### src/rtl/project1_seq.sv
// Operand sequencer: collects up to four {A,B} pairs on load-strobe rises and
// issues them in order over a valid/ready port when the start strobe rises.
module project1_seq (
  input  logic       clk,
  input  logic       rst,
  input  logic [3:0] partA,
  input  logic [3:0] partB,
  input  logic       partC,
  input  logic       partD,
  input  logic       dp_ready,
  output logic [3:0] dp_a,
  output logic [3:0] dp_b,
  output logic       dp_valid,
  output logic [2:0] count,
  output logic       full,
  output logic       busy,
  output logic       done,
  output logic       ovf
);

  typedef enum logic [1:0] {
    IDLE = 2'd0,
    RUN  = 2'd1,
    DONE = 2'd2
  } state_t;

  state_t     state;
  state_t     stateNext;
  logic [7:0] buffer [4];
  logic [1:0] idx;
  logic       cprev;
  logic       dprev;
  logic       cRise;
  logic       dRise;
  logic       loadOk;
  logic [2:0] countLoaded;
  logic       lastIssue;

  assign cRise  = partC & ~cprev;
  assign dRise  = partD & ~dprev;
  assign loadOk = (state == IDLE) && cRise && (count < 3'd4);

  // A load on the same edge as a start counts toward the run being launched.
  assign countLoaded = loadOk ? count + 3'd1 : count;
  assign lastIssue   = ({1'b0, idx} == count - 3'd1);

  assign full = (count == 3'd4);

  // Handshake: a pair transfers on any rising edge where dp_valid and dp_ready
  // are both high; dp_a/dp_b stay constant while dp_valid waits for dp_ready.
  always_comb begin
    stateNext = state;
    dp_valid  = 1'b0;
    dp_a      = 4'd0;
    dp_b      = 4'd0;
    busy      = 1'b0;
    done      = 1'b0;
    case (state)
      IDLE: begin
        if (dRise && (countLoaded != 3'd0)) stateNext = RUN;
      end
      RUN: begin
        busy     = 1'b1;
        dp_valid = 1'b1;
        dp_a     = buffer[idx][7:4];
        dp_b     = buffer[idx][3:0];
        if (dp_ready && lastIssue) stateNext = DONE;
      end
      DONE: begin
        done      = 1'b1;
        stateNext = IDLE;
      end
      default: stateNext = IDLE;
    endcase
  end

  always_ff @(posedge clk) begin
    if (rst) begin
      state <= IDLE;
      count <= 3'd0;
      idx   <= 2'd0;
      ovf   <= 1'b0;
      cprev <= 1'b0;
      dprev <= 1'b0;
    end else begin
      state <= stateNext;
      cprev <= partC;
      dprev <= partD;
      case (state)
        IDLE: begin
          if (loadOk) begin
            buffer[count[1:0]] <= {partA, partB};
            count              <= count + 3'd1;
          end else if (cRise) begin
            ovf <= 1'b1;
          end
          if (stateNext == RUN) idx <= 2'd0;
        end
        RUN: begin
          if (dp_ready && !lastIssue) idx <= idx + 2'd1;
        end
        DONE: begin
          // Contents are left in place; only the occupancy is cleared.
          count <= 3'd0;
        end
        default: ;
      endcase
    end
  end

endmodule

### config.mk
export PLATFORM = sky130hd
export DESIGN_NAME = project1_seq
export DESIGN_NICKNAME = d
export VERILOG_FILES = /design/src/rtl/project1_seq.sv
export SDC_FILE = /design/constraint.sdc
export NUM_CORES = 1
export LEC_CHECK = 0
export CORE_UTILIZATION = 52
export CTS_CLUSTER_SIZE = 20
export DETAILED_ROUTE_END_ITERATION = 12
export HOLD_SLACK_MARGIN = 0.15
export MAX_ROUTING_LAYER = met4
export PLACE_DENSITY = 0.84
export SKIP_LAST_GASP = 1
export SLEW_MARGIN = 20
export SYNTH_ARGS = -nofsm -noshare
export SYNTH_HDL_FRONTEND = slang
export SYNTH_SLANG_ARGS = --single-unit
### constraint.sdc
create_clock -name clk -period 2.6 [get_ports clk]
set_clock_uncertainty 0.2 [all_clocks]
set_input_delay 0.52 -clock clk [delete_from_list [all_inputs] [get_ports clk]]
set_output_delay 0.52 -clock clk [all_outputs]
set_load 0.005 [all_outputs]
==> summary.md, run 1 <==
| Metric | Value |
|---|---|
| Result of the run | `finished, final reports clean` |
| TritonCTS buffer count | `5` |
| Leakage power | `0.810 nW` |
| Number of filler instances in the final layout | `251` |
| Number of detailed-routing iterations run before antenna repair | `4` |
| Std-Cell Rows | `21` |
| Via count of the first global-routing pass | `1,021` |
| Clock root cell | `sky130_fd_sc_hd__clkbuf_4` |
| Crit path kind | `flop to primary output` |
| Sum of negative setup slack | `0 ns` |
| DPL Wire Length | `2200 µm` |
| Hold endpoint | `ovf` |
| DRC errors left | `0` |
| Area occupied by multi-input gates | `~610 µm²` |
| Starting utilization of the core area | `0.548` |
| Power per cell area | `between 500 and 600 nW/µm²` |
| H-Tree Depth | `2` |
| Number of distinct library cells after synthesis | `33` |
| Clock tree from TritonCTS | `built` |
| Total wire length | `3160 µm` |
| Commonest register cell after synthesis | `sky130_fd_sc_hd__edfxtp_1` |
| Cell area after layout | `2320 µm²` |
| Count of antenna diodes in the layout | `0` |
| List of most frequent post-synthesis cells | `sky130_fd_sc_hd__edfxtp_1, sky130_fd_sc_hd__and2_1, sky130_fd_sc_hd__dfxtp_1` |
| Number of hold violations in the final report | `0` |
| Worst Path Arrival | `1.83 ns` |
| Register-to-Register Setup Slack | `0.46 ns` |
| Core area | `3360 µm²` |
| Minimum clock period after layout | `2.55 ns` |
| Final number of setup-violating endpoints | `0` |
| Critical Path, Cell by Cell | `buf_8 -> buf_4 -> mux4_2 -> and2_4 -> dlygate4sd2_1` |
| Worst-case vdd ir drop | `0.381 mV` |
| Final core utilization | `0.691` |
| Total track usage | `0.200` |
| CP required | `1.88 ns` |
| Type of the worst min-delay path | `flop to flop` |
| Most area-consuming cells after synthesis | `sky130_fd_sc_hd__edfxtp_1, sky130_fd_sc_hd__dfxtp_1, sky130_fd_sc_hd__mux4_2, sky130_fd_sc_hd__and2_1, sky130_fd_sc_hd__ha_1` |
| Instance area after placement | `2180 µm²` |
| Sequential fraction of the synthesis area | `0.652` |
| Type of element capturing the critical path | `primary output` |
| Antenna violations before repair | `0` |
| Worst R2R Start | `count[0]` |
| Final cycle utilization of the critical path | `0.981` |
| Chip Height | `61.5 µm` |
| Count of hold-fix buffers inserted at cts | `0` |
| Number of enable-type register cells in the synthesized netlist | `32` |
| Synthesized area divided by synthesized cell count | `15.6 µm²` |
| Crit path launch type | `flop` |
| Net count, final | `175` |
| Syn Inst Count | `118` |
| Vias after detailed routing | `approximately 1,100` |
| Cell type with the largest total area after synthesis | `sky130_fd_sc_hd__edfxtp_1` |
| Asr flop ratio synth | `0` |
| Synthesized area | `1840 µm²` |
| Yosys Warn Count | `0` |
| Buffer depth of the longest clock path | `2` |
| Depth of the most critical reg-to-reg path | `6` |
| Wire length of the first global-routing pass | `4890 µm` |
| Full die area | `3790 µm²` |
| Transition at the pin with the smallest max-transition slack | `0.422 ns` |
| I/O pin count | `29` |
| Number of clock sinks | `44` |
| Syn-to-layout area delta | `26.1%` |
| Violation count after the first detailed-route iteration | `33` |
| Setup repair after global routing missed its margin | `yes` |
| #FFs+latches synth | `44` |
| Final weighted congestion in routability-driven placement | `0.776` |
| Maximum cell stage delay along the critical path | `0.48 ns` |
| Most used standard cell by instance count after synthesis | `sky130_fd_sc_hd__edfxtp_1` |
| Proportion of netlist area held by the largest area contributor | `0.521` |
| Source of the worst hold timing path | `ovf` |
| Area taken by flip-flops and latches | `1200 µm²` |
| Clock latency of the later-clocked register in the worst-skew pair | `0.34 ns` |
| Die Wd | `between 60 and 70 µm` |
| Routed vias/inst | `5.34` |
| Total power consumption of the routed design | `between 0.001 and 0.0015 W` |
| Max transition margin | `0.717` |
| Global route total overflow | `0` |
| Remaining antenna violation count after routing | `0` |
| Peak clock frequency supported by timing | `0.392 GHz` |
| Proportion of layout cells with a drive suffix above 1 | `0.234` |
| Synthesized net count | `136` |
| Maximum number of pins on one net before global-route repair | `15` |
| IO Port Bufs | `28` |
| Number of cells on the worst hold path | `2` |
| Average wire per standard cell | `15.5 µm` |
| Max-cap violations | `0` |
| Final number of max-transition violations | `0` |
| Top fanout value on the critical path | `7` |
| Clock transition at path regs | `0.12 ns` |
| Max stage delay cell, worst path | `sky130_fd_sc_hd__mux4_2` |
[worst max-delay path, delay by kind of cell (launching register included)]
family	cells	cell delay, ns
flip-flops	1	0.35
multiplexers	1	0.48
AND/OR/NAND/NOR	1	0.17
buffers and inverters	3	0.48
[cell type report]
cell class              count  share of cell area
repair buffers             37               0.152
multi-input cells          65               0.264
inverters                   4             0.00646
flip-flops and latches     44               0.518
well taps                  46              0.0248
clock buffers               5              0.0161
clock inverters             3              0.0183
[registers in the layout (all words and copies together) (netlist names), named ones only]
| name | cells |
|---|---|
| idx | 2 |
| cprev | 1 |
| count | 3 |
| buffer | 32 |
| ovf | 1 |
| dprev | 1 |
| state | 2 |
[logic make-up (layout without fill, tap and decap cells)]
family / Yosys count / count (layout) / share of synthesized area
fa+ha+maj: 5 / 5 / 0.0339
buf+inv: 9 / 49 / 0.0210
mux: 9 / 9 / 0.106
xor+xnor: 2 / 2 / 0.00951
flops: 44 / 44 / 0.652
simple gates: 35 / 35 / 0.126
compound gates: 14 / 14 / 0.0523
[layer usage]
| metal | wire, µm | GRT usage | vias to the layer above |
|---|---|---|---|
| li1 | - | - | 525 |
| met1 | 1450 | 0.262 | 535 |
| met2 | 1560 | 0.293 | 22 |
| met3 | 101 | 0.0693 | 7 |
| met4 | 49 | 0.0667 | 0 |
| met5 | 0 | - | - |
[stage by stage]
stage               setup WS, ns  hold slack, ns  instances
global placement           0.186           0.255        190
CTS                     0.000344           0.291        203
detailed placement         0.155           0.263        190
floorplan                  0.545           0.260        118
finish                    0.0489           0.286        204
global route             -0.0250           0.323        204
[power by group]
part | internal (W) | total, W | switching, W
registers | 0.000772 | 0.000787 | 0.0000149
clock network | 0.000201 | 0.000411 | 0.000210
logic | 0.0000978 | 0.000172 | 0.0000744
total | 0.00107 | 0.00137 | 0.000299
[how the worst max path moves through the flow]
stage	end	slack (ns)	cells past startpoint
2_1_floorplan	flop	0.54	6
3_3_place_gp	buffer[1][2]	0.19	5
3_5_place_dp	buffer[1][2]	0.16	5
4_1_cts	dp_a[3]	0.0003	5
5_1_grt	dp_a[1]	-0.02	5
6_report	dp_a[1]	0.05	5
[repair_timing]
action | CTS | global route
setup buffers | 5 | 1
endpoints found under the setup margin | 8 | 7
resized for setup | 12 | 10
pin swaps | 0 | 2
[cell usage in the layout (no fill, tap or decap), types with 2 or more instances in the layout]
cell,Yosys,layout
sky130_fd_sc_hd__and2_1,12,8
sky130_fd_sc_hd__buf_4,1,7
sky130_fd_sc_hd__nor2_1,5,5
sky130_fd_sc_hd__dfxtp_2,0,2
sky130_fd_sc_hd__and2_4,0,4
sky130_fd_sc_hd__mux4_2,8,8
sky130_fd_sc_hd__nor2b_1,2,2
sky130_fd_sc_hd__edfxtp_1,32,32
sky130_fd_sc_hd__clkbuf_4,0,5
sky130_fd_sc_hd__o221ai_2,2,2
sky130_fd_sc_hd__nor3_1,3,3
sky130_fd_sc_hd__xnor2_1,2,2
sky130_fd_sc_hd__clkdlybuf4s50_1,0,20
sky130_fd_sc_hd__a21oi_1,8,8
sky130_fd_sc_hd__inv_1,4,4
sky130_fd_sc_hd__ha_1,5,5
sky130_fd_sc_hd__dlygate4sd2_1,0,4
sky130_fd_sc_hd__clkdlybuf4s15_1,0,4
sky130_fd_sc_hd__dfxtp_1,12,10
Note: power is estimated with default switching activity, not from simulation.
==> run 2: changes to the inputs <==
--- a/config.mk
+++ b/config.mk
@@ -5,6 +5,7 @@
 export SDC_FILE = /design/constraint.sdc
 export NUM_CORES = 1
 export LEC_CHECK = 0
+export CORE_MARGIN = 3
 export CORE_UTILIZATION = 52
 export CTS_CLUSTER_SIZE = 20
 export DETAILED_ROUTE_END_ITERATION = 12
==> run 2 against run 1 <==
Combinational power about the same; power down 8.6%; critical path depth unchanged; die area up 13%; fmax up 0.46%; cell area down 1.6%; critical path type unchanged; highest routed layer unchanged.
==> summary.md, run 2 (synthesis results as in run 1) <==
| Metric | Value |
|---|---|
| Result of the run | `finished, final reports clean` |
| Leading cell type in the layout, fill and taps excluded | `sky130_fd_sc_hd__edfxtp_1` |
| TritonCTS buffer count | `5 (unchanged)` |
| Routed vias/inst | `5.26 (-1.4%)` |
| Number of filler instances in the final layout | `241 (-4.0%)` |
| Clock latency of the later-clocked register in the worst-skew pair | `0.33 ns (about the same)` |
| Full die area | `4290 µm² (+13%)` |
| I/O pin count | `29 (unchanged)` |
| Buffer depth of the longest clock path | `2 (unchanged)` |
| Transition at the pin with the smallest max-transition slack | `0.413 ns (-0.00934 ns)` |
| Crit path kind | `flop to primary output` |
| Chip Height | `65.5 µm (+6.5%)` |
| Total wire length | `3140 µm (-0.70%)` |
| Commonest cells after routing, fill and taps aside | `sky130_fd_sc_hd__edfxtp_1, sky130_fd_sc_hd__clkdlybuf4s50_1, sky130_fd_sc_hd__and2_1, sky130_fd_sc_hd__dfxtp_1` |
| Antenna violations before repair | `0 (unchanged)` |
| Final standard cell count with taps included and fillers excluded | `202 (-0.98%)` |
| Final weighted congestion in routability-driven placement | `0.836 (+7.7%)` |
| Type of the worst min-delay path | `flop to flop` |
| Count of hold-fix buffers inserted at cts | `0 (unchanged)` |
| Number of detailed-routing iterations run before antenna repair | `4 (unchanged)` |
| Die Wd | `65.5 µm (+6.5%)` |
| DRC errors left | `0 (unchanged)` |
| Worst Path Arrival | `1.82 ns (about the same)` |
| Maximum number of pins on one net before global-route repair | `14 (-1)` |
| H-Tree Depth | `2 (unchanged)` |
| Average wire per standard cell | `15.5 µm (+0.29%)` |
| Final number of max-transition violations | `0 (unchanged)` |
| Worst-case vdd ir drop | `0.318 mV (-17%)` |
| Endpoint of the lowest-slack register-to-register path | `idx[1]` |
| Total track usage | `0.173 (-0.0275)` |
| Starting utilization of the core area | `0.575 (+0.0274)` |
| Setup repair after global routing missed its margin | `yes` |
| Wire length of the first global-routing pass | `5270 µm (+7.9%)` |
| Post-Place Cells | `188 (-1.1%)` |
| Register-to-Register Setup Slack | `0.46 ns (about the same)` |
| Worst setup path end | `dp_a[3]` |
| Std-Cell Rows | `20 (-4.8%)` |
| Core area | `3200 µm² (-4.8%)` |
| Clock tree from TritonCTS | `built` |
| Vias after detailed routing | `1,063 (-2.4%)` |
| Minimum clock period after layout | `2.54 ns (-0.0116 ns)` |
| Syn-to-layout area delta | `24.1%` |
| Instance area after placement | `2190 µm² (+0.46%)` |
| DPL Wire Length | `2240 µm (+1.6%)` |
| Number of clock sinks | `44 (unchanged)` |
| Max-cap violations | `0 (unchanged)` |
| Via count of the first global-routing pass | `1,048 (+2.6%)` |
| Remaining antenna violation count after routing | `0 (unchanged)` |
| Depth of the most critical reg-to-reg path | `6 (unchanged)` |
| Number of hold violations in the final report | `0 (unchanged)` |
| Violation count after the first detailed-route iteration | `57 (+73%)` |
| Number of flip-flops under the largest register name | `32 (unchanged)` |
| Net count, final | `175 (unchanged)` |
| Proportion of layout cells with a drive suffix above 1 | `0.209 (-0.0253)` |
| Top fanout value on the critical path | `6 (-1)` |
| IO Port Bufs | `28 (unchanged)` |
| Type of element capturing the critical path | `primary output` |
| Final core utilization | `0.714 (+0.0228)` |
| Global route total overflow | `0 (unchanged)` |
| Crit path launch type | `flop` |
| Leakage power | `0.799 nW (-1.3%)` |
| Peak clock frequency supported by timing | `0.394 GHz (+0.46%)` |
| Max transition margin | `0.723 (+0.00626)` |
| CP required | `1.88 ns (about the same)` |
| Final cycle utilization of the critical path | `0.977 (-0.00448)` |
| Final number of setup-violating endpoints | `0 (unchanged)` |
| Power per cell area | `547 nW/µm² (-7.1%)` |
| Count of antenna diodes in the layout | `0 (unchanged)` |
| Worst R2R Start | `count[0]` |
| Clock root cell | `sky130_fd_sc_hd__clkbuf_4` |
| Cell area after layout | `2290 µm² (-1.6%)` |
| Clock transition at path regs | `0.11 ns (about the same)` |
-- run 2: stage by stage --
stage                     hold WS [ns]  setup slack [ns]  setup TNS [ns]  total power (W)
after floorplan                  0.260             0.545               0         0.000889
after global routing             0.340           -0.0212         -0.0450          0.00132
final                            0.281            0.0606               0          0.00125
after CTS                        0.290            0.0116               0          0.00125
after global placement           0.257             0.211               0         0.000963
after detailed placement         0.263             0.137               0         0.000967
-- run 2: where the power goes --
part | switching, W | internal (W)
Sequential | 0.0000150 | 0.000772
Combinational | 0.0000733 | 0.0000963
Clock | 0.000190 | 0.000106
Total | 0.000278 | 0.000974
-- run 2: layout make-up --
class                           instances  area, µm²  share of cell area
Sequential cell                        44       1200               0.526
Clock inverter                          1       5.00             0.00219
Clock buffer                            7       45.0              0.0197
Inverter                                4       15.0             0.00656
Timing Repair Buffer                   37        357               0.156
Tap cell                               44       55.1              0.0241
Multi-Input combinational cell         65        607               0.265
-- run 2: worst min path at each step --
stage	start	endpoint	slack, ns	cells past startpoint
4_1_cts	ovf	ovf	0.29	2
5_1_grt	ovf	ovf	0.34	2
2_1_floorplan	ovf	ovf	0.26	2
6_report	ovf	ovf	0.28	2
3_3_place_gp	ovf	ovf	0.26	2
3_5_place_dp	ovf	ovf	0.26	2
-- run 2: critical path: stages, from the launching register on --
cell and delay (ns):
sky130_fd_sc_hd__dfxtp_2 0.36, sky130_fd_sc_hd__buf_12 0.11, sky130_fd_sc_hd__buf_4 0.13, sky130_fd_sc_hd__mux4_2 0.48
sky130_fd_sc_hd__and2_1 0.16, sky130_fd_sc_hd__dlygate4sd2_1 0.25
-- run 2: layer usage --
metal / track usage / part of all wire
met5: - / 0
met4: 0.0466 / 0.0061
met3: 0.0564 / 0.045
met2: 0.247 / 0.49
met1: 0.240 / 0.46
-- run 2: timing repair --
item	4_1_cts	5_1_grt
gates resized for setup	10	5
buffers inserted	2	4
pin swaps	0	0
setup endpoints to repair	8	4
hold endpoints to repair	0	0
